--- src/rtl/rf_multiport_if.sv ---
// rtl/rf_multiport_if.sv - read/write/reserve bus of the multi-port register file
interface rf_multiport_if #(
  parameter int DATA_W = 32,
  parameter int ADDR_W = 5,
  parameter int NUM_RD = 2
);
  logic [NUM_RD*ADDR_W-1:0] rd_addr;
  logic [NUM_RD*DATA_W-1:0] rd_data;
  logic [NUM_RD-1:0]        rd_busy;
  logic                     wr_en;
  logic [ADDR_W-1:0]        wr_addr;
  logic [DATA_W-1:0]        wr_data;
  logic                     rsv_en;
  logic [ADDR_W-1:0]        rsv_addr;
  logic [ADDR_W:0]          pend_cnt;

  modport master (
    output rd_addr, wr_en, wr_addr, wr_data, rsv_en, rsv_addr,
    input  rd_data, rd_busy, pend_cnt
  );

  modport slave (
    input  rd_addr, wr_en, wr_addr, wr_data, rsv_en, rsv_addr,
    output rd_data, rd_busy, pend_cnt
  );
endinterface

--- src/rtl/rf_multiport.sv ---
// rtl/rf_multiport.sv - multi-read-port register file with pending-write scoreboard (optional RF_BYPASS_EN write-through)
module rf_multiport #(
  parameter int DATA_W   = 32,
  parameter int ADDR_W   = 5,
  parameter int NUM_RD   = 2,
  parameter int ZERO_REG = 1
) (
  input  logic          clk,
  input  logic          rst_n,
  rf_multiport_if.slave rf_if
);
  localparam int DEPTH = 1 << ADDR_W;

  logic [DATA_W-1:0] mem_q [DEPTH];
  logic [DEPTH-1:0]  busy_q, busy_d;
  logic [ADDR_W:0]   pend_cnt_q, pend_cnt_d;

  logic wr_eff;
  logic rsv_eff;
  logic cnt_inc;
  logic cnt_dec;

  logic [NUM_RD*DATA_W-1:0] rd_data_w;
  logic [NUM_RD-1:0]        rd_busy_w;

  // Qualify write/reserve strobes: the hard-wired zero register swallows both
  always_comb begin
    wr_eff  = rf_if.wr_en;
    rsv_eff = rf_if.rsv_en;
    if ((ZERO_REG != 0) && (rf_if.wr_addr == '0)) wr_eff = 1'b0;
    if ((ZERO_REG != 0) && (rf_if.rsv_addr == '0)) rsv_eff = 1'b0;
  end

  // Busy-bit and pending-count next state; a reservation overrides a same-address clear
  always_comb begin
    busy_d  = busy_q;
    cnt_inc = 1'b0;
    cnt_dec = 1'b0;
    if (wr_eff) begin
      busy_d[rf_if.wr_addr] = 1'b0;
      cnt_dec = busy_q[rf_if.wr_addr] &&
                !(rsv_eff && (rf_if.rsv_addr == rf_if.wr_addr));
    end
    if (rsv_eff) begin
      busy_d[rf_if.rsv_addr] = 1'b1;
      cnt_inc = !busy_q[rf_if.rsv_addr];
    end
    pend_cnt_d = pend_cnt_q + (ADDR_W+1)'(cnt_inc) - (ADDR_W+1)'(cnt_dec);
  end

  // Scoreboard state: busy bits and their population count
  always_ff @(posedge clk or negedge rst_n) begin
    if (!rst_n) begin
      busy_q     <= '0;
      pend_cnt_q <= '0;
    end else begin
      busy_q     <= busy_d;
      pend_cnt_q <= pend_cnt_d;
    end
  end

  // Register storage: cleared on reset, one write per cycle
  always_ff @(posedge clk or negedge rst_n) begin
    if (!rst_n) begin
      for (int i = 0; i < DEPTH; i++) mem_q[i] <= '0;
    end else if (wr_eff) begin
      mem_q[rf_if.wr_addr] <= rf_if.wr_data;
    end
  end

  // Combinational read ports, each independent; forwarding is held off during reset
  always_comb begin
    rd_data_w = '0;
    rd_busy_w = '0;
    for (int p = 0; p < NUM_RD; p++) begin
      logic [ADDR_W-1:0] a;
      a = rf_if.rd_addr[p*ADDR_W +: ADDR_W];
      rd_data_w[p*DATA_W +: DATA_W] = mem_q[a];
      rd_busy_w[p]                  = busy_q[a];
`ifdef RF_BYPASS_EN
      if (rst_n && wr_eff && (a == rf_if.wr_addr)) begin
        rd_data_w[p*DATA_W +: DATA_W] = rf_if.wr_data;
        rd_busy_w[p]                  = rsv_eff && (rf_if.rsv_addr == a);
      end
`endif
      if ((ZERO_REG != 0) && (a == '0)) begin
        rd_data_w[p*DATA_W +: DATA_W] = '0;
        rd_busy_w[p]                  = 1'b0;
      end
    end
  end

  assign rf_if.rd_data  = rd_data_w;
  assign rf_if.rd_busy  = rd_busy_w;
  assign rf_if.pend_cnt = pend_cnt_q;
endmodule

--- src/flat_wrapper.sv ---
// flat-port wrapper written by rule: the top's interface ports become plain ports
module rf_multiport_flat 
#(
  parameter int DATA_W   = 32,
  parameter int ADDR_W   = 5,
  parameter int NUM_RD   = 2,
  parameter int ZERO_REG = 1
)
  (clk, rst_n, rf_if_rd_addr, rf_if_wr_en, rf_if_wr_addr, rf_if_wr_data, rf_if_rsv_en, rf_if_rsv_addr, rf_if_rd_data, rf_if_rd_busy, rf_if_pend_cnt);
  rf_multiport_if #(.DATA_W(DATA_W), .ADDR_W(ADDR_W), .NUM_RD(NUM_RD)) rf_if_i ();
  input  logic clk;
  input  logic rst_n;
  input wire logic [$bits(rf_if_i.rd_addr)-1:0] rf_if_rd_addr;
  input wire logic [$bits(rf_if_i.wr_en)-1:0] rf_if_wr_en;
  input wire logic [$bits(rf_if_i.wr_addr)-1:0] rf_if_wr_addr;
  input wire logic [$bits(rf_if_i.wr_data)-1:0] rf_if_wr_data;
  input wire logic [$bits(rf_if_i.rsv_en)-1:0] rf_if_rsv_en;
  input wire logic [$bits(rf_if_i.rsv_addr)-1:0] rf_if_rsv_addr;
  output wire logic [$bits(rf_if_i.rd_data)-1:0] rf_if_rd_data;
  output wire logic [$bits(rf_if_i.rd_busy)-1:0] rf_if_rd_busy;
  output wire logic [$bits(rf_if_i.pend_cnt)-1:0] rf_if_pend_cnt;
  assign rf_if_i.rd_addr = rf_if_rd_addr;
  assign rf_if_i.wr_en = rf_if_wr_en;
  assign rf_if_i.wr_addr = rf_if_wr_addr;
  assign rf_if_i.wr_data = rf_if_wr_data;
  assign rf_if_i.rsv_en = rf_if_rsv_en;
  assign rf_if_i.rsv_addr = rf_if_rsv_addr;
  assign rf_if_rd_data = rf_if_i.rd_data;
  assign rf_if_rd_busy = rf_if_i.rd_busy;
  assign rf_if_pend_cnt = rf_if_i.pend_cnt;
  rf_multiport #(.DATA_W(DATA_W), .ADDR_W(ADDR_W), .NUM_RD(NUM_RD), .ZERO_REG(ZERO_REG)) u_core (.clk(clk), .rst_n(rst_n), .rf_if(rf_if_i));
endmodule
--- config.mk ---
export PLATFORM = sky130hd
export DESIGN_NAME = rf_multiport_flat
export DESIGN_NICKNAME = d
export VERILOG_FILES = /design/src/rtl/rf_multiport_if.sv /design/src/rtl/rf_multiport.sv /design/src/flat_wrapper.sv
export SDC_FILE = /design/constraint.sdc
export NUM_CORES = 2
export LEC_CHECK = 0
export BUFFER_PORTS_ARGS = -buffer_cell sky130_fd_sc_hd__clkbuf_2
export CAP_MARGIN = 10
export CORE_UTILIZATION = 55
export CTS_BUF_LIST = sky130_fd_sc_hd__clkbuf_2 sky130_fd_sc_hd__clkbuf_4 sky130_fd_sc_hd__clkbuf_8
export CTS_CLUSTER_SIZE = 14
export DETAILED_ROUTE_END_ITERATION = 16
export GPL_TIMING_DRIVEN = 0
export HOLD_SLACK_MARGIN = 0.1
export PLACE_DENSITY = 0.71
export SETUP_SLACK_MARGIN = 0.05
export SLEW_MARGIN = 20
export SYNTH_ARGS = -nofsm -noshare
export SYNTH_HDL_FRONTEND = slang
export SYNTH_SLANG_ARGS = --single-unit
--- constraint.sdc ---
create_clock -name clk -period 3.5 [get_ports clk]
set_input_delay 0.35 -clock clk [delete_from_list [all_inputs] [get_ports clk]]
set_output_delay 0.35 -clock clk [all_outputs]
set_load 0.02 [all_outputs]
==> results.txt <==
Root Buffer: clkbuf_8
RSZ-0062 raised after global routing: yes
Seq/Total Area, Yosys: 0.4616
Seq pwr share: 0.440
DR DRC count: 0
kind of critical path: primary input to primary output
failing checks: setup timing
dpl cell area: 60290 um2
# clock sinks: 1062
met1 Usage GRT: 0.5087
synthesis-stage register bit count: 1062
synthesized area: 57580 um2
max cap viols: 0
Most used DFF post-synth: dfrtp_1
clock power share: 0.332
initial antenna violation count: 12
top-count cell post-synth: dfrtp_1
total core area: 103600 um2
IO buf count: 116
largest area contributor in the netlist: dfrtp_1
Tightest Pin Transition: 1.228 ns
period utilization: 1.031
top cell type's share of synthesized area: 0.4616
status: finished with violations
I/O pin count: 128
vias in the first global route: 39990
largest net degree at the start of global routing: 92
CTS tree: built
end of the worst register-to-register path: u_core.rf_if.pend_cnt[5]
Worst Path Required: 3.15 ns
Longest Clk Path Bufs: 3
fmax: 0.2773 GHz
worst min-delay path category: primary input to async pin
worst-skew pair later-pin latency: 0.89 ns
switching power summed over all nets: 11.07 mW
via count: 39910
Comb pwr share: 0.228
R2R cell count: 11
GR met2 Demand/Resource: 0.5708
top cells by count, synth: dfrtp_1 (1062), mux2_2 (986), mux4_2 (509), clkbuf_1 (189), mux2i_1 (171)
GR met3 Demand/Resource: 0.1653
crit-path max FO: 10
worst r2r src: u_core.busy_q[30]
first-iteration detailed-routing DRC count: 5293
Worst Setup EP: rf_if_rd_data[14]
Mapped Cells: 3786
setup_tns: -0.7393 ns
htree depth: 4
power density cells: 577.2 nW/um2
DIE AREA: 106000 um2
grt peak-use layer: met2
CTS buffer count: 184
P&R area growth vs syn: 12.65%
global route overflow: 0
gr usage total: 0.3968
worst setup path start: rf_if_rd_addr[2]
Period minus WS final: 3.607 ns
GPL Wtd Cong: 0.9732
drt pass-1 iters: 8
crit path DAT: 3.26 ns
final setup skew: 0.05177 ns
Initial Utilization: 0.5555
share of post-route cells with drive strength above 1: 0.5270
die width: 325.6 um
Critical Path Start Type: primary input
Power Internal: 26.37 mW
Final #Nets: 4209
Rel. slew slack: 0.1814
number of distinct library cells after synthesis: 61
Chip Height: 325.6 um
Post-CTS Setup Inserts: 0
routed wire length per instance: 36.70 um
ys async rst share: 1.000
first-pass GRT wire length: 294500 um
Worst-path clk slew: 0.07 ns
net count after synthesis: 3849
top post-synthesis cells by area: dfrtp_1 (46%), mux4_2 (20%), mux2_2 (19%), mux2i_1 (3.0%), buf_2 (1.3%)
post-route cell area: 64860 um2
VDD IR max: 323.3 uV
Site Rows: 118
final WL: 208300 um
final hold vios: 0
reg-to-reg slack, setup: 0.36 ns
Max Slew Vio Count: 0
Final WS setup: -0.1068 ns
average instance area after synthesis: 15.21 um2
Final HPWL DP: 144100 um
leak pwr: 28.46 nW
warnings from Yosys: 0
Critical Path Sink Type: primary output
switching share of total power: 0.2957
Antenna Nets Post-Route: 0
Post-synth EDFFs: 0
Vias/cell: 7.033
# setup viols final: 14
==> routing by layer <==
layer  share of wire  up-vias
met1            0.37    21040
met2            0.44     2803
met4           0.060       10
met5         0.00088        -
li1                -    15350
met3            0.13      708
==> power groups by stage <==
| stage | sequential, mW | combinational (mW) | clock, mW |
|---|---|---|---|
| 2_1_floorplan | 16.0 | 6.14 | 0 |
| 3_3_place_gp | 16.4 | 8.09 | 0 |
| 3_5_place_dp | 16.5 | 8.34 | 0 |
| 4_1_cts | 16.3 | 8.42 | 12.4 |
| 5_1_grt | 16.7 | 8.99 | 13.0 |
| 6_report | 16.5 | 8.55 | 12.4 |
==> worst min path at each step <==
stage / start / endpoint / slack [ns] / cells past startpoint
2_1_floorplan: rst_n / u_core.busy_q[0] / 0.05 / 0
5_1_grt: rf_if_rsv_addr[3] / u_core.busy_q[10] / 0.18 / 3
3_3_place_gp: u_core.mem_q[1011] / u_core.mem_q[1011] / 0.44 / 1
6_report: rst_n / u_core.mem_q[279] / 0.16 / 3
3_5_place_dp: rst_n / u_core.mem_q[121] / 0.39 / 1
4_1_cts: rst_n / u_core.mem_q[279] / 0.12 / 3
==> logic make-up (layout without fill, tap and decap cells) <==
| family | Yosys count | count (layout) | synth area share |
|---|---|---|---|
| muxes | 1705 | 1705 | 0.4314 |
| DFF | 1062 | 1062 | 0.4616 |
| buffers and inverters | 448 | 947 | 0.03990 |
| and+or+nand+nor | 304 | 304 | 0.02603 |
| AOI/OAI and AO/OA | 251 | 251 | 0.03809 |
| xor gates and xnor gates | 9 | 9 | 0.001369 |
| adders and majority gates | 7 | 7 | 0.001652 |
| other | 0 | 10 | 0 |
==> registers in the layout (all words and copies together) (netlist names) <==
| signal | flops |
|---|---|
| u_core.busy_q | 32 |
| u_core.mem_q | 1024 |
| u_core.rf_if.pend_cnt | 6 |
==> final cells by class <==
class                      instances  area [um2]
tap                             1380        1727
fill                            7917       38780
inverter                          10       37.54
antenna                           10       25.02
clock inverter                    29       307.8
clock buffer                     296        3674
sequential                      1062       26580
multi-input combinational       2276       28750
timing repair buffer             175        1426
buffer                           437        2335
==> stage by stage <==
| step | util | total power, mW | setup slack (ns) | cells | hold slack, ns |
|---|---|---|---|---|---|
| 6_report | 0.6258 | 37.44 | -0.1068 | 5675 | 0.1596 |
| 5_1_grt | 0.6256 | 38.68 | 0.03424 | 5667 | 0.1843 |
| 4_1_cts | 0.6252 | 37.21 | 0.05009 | 5665 | 0.1175 |
| 3_5_place_dp | 0.5817 | 24.88 | -0.5514 | 5296 | 0.3898 |
| 3_3_place_gp | 0.5778 | 24.52 | -24.27 | 5282 | 0.4356 |
| 2_1_floorplan | - | 22.11 | 0.5751 | 3786 | 0.05441 |
==> cell usage in the layout, fill, tap and decap left out, drive strengths merged, types with 4 or more instances in the layout <==
cell	n
xnor2	7
nor3b	5
buf	251
or2	6
a211oi	33
clkdlybuf4s15	4
a22o	12
clkinv	17
mux4	517
mux2	1017
nor2b	41
a22oi	52
diode	10
inv	14
mux2i	171
a32o	4
dlygate4sd3	44
o2111a	33
nor3	4
nor2	21
ha	6
o21ai	24
clkbuf	609
nand2	168
bufinv	5
dfrtp	1062
o211ai	26
o2111ai	8
nand3	4
a2111oi	33
a21oi	11
and3	35
o2bb2ai	4
==> worst max-delay path: stages <==
cell       delay [ns]
clkbuf_2         0.15
buf_2            0.32
buf_2            0.65
clkbuf_1         0.97
o2111a_1         0.48
a2111oi_2        0.11
clkbuf_2         0.21
==> repair_timing <==
| action | in CTS | in global routing |
|---|---|---|
| pin swaps | 0 | 0 |
| hold buffers | 45 | 0 |
| gates resized for setup | 26 | 14 |
| endpoints found under the setup margin | 50 | 16 |
| hold endpoints to repair | 454 | 0 |
No activity file was read; power rests on OpenSTA's default activity.
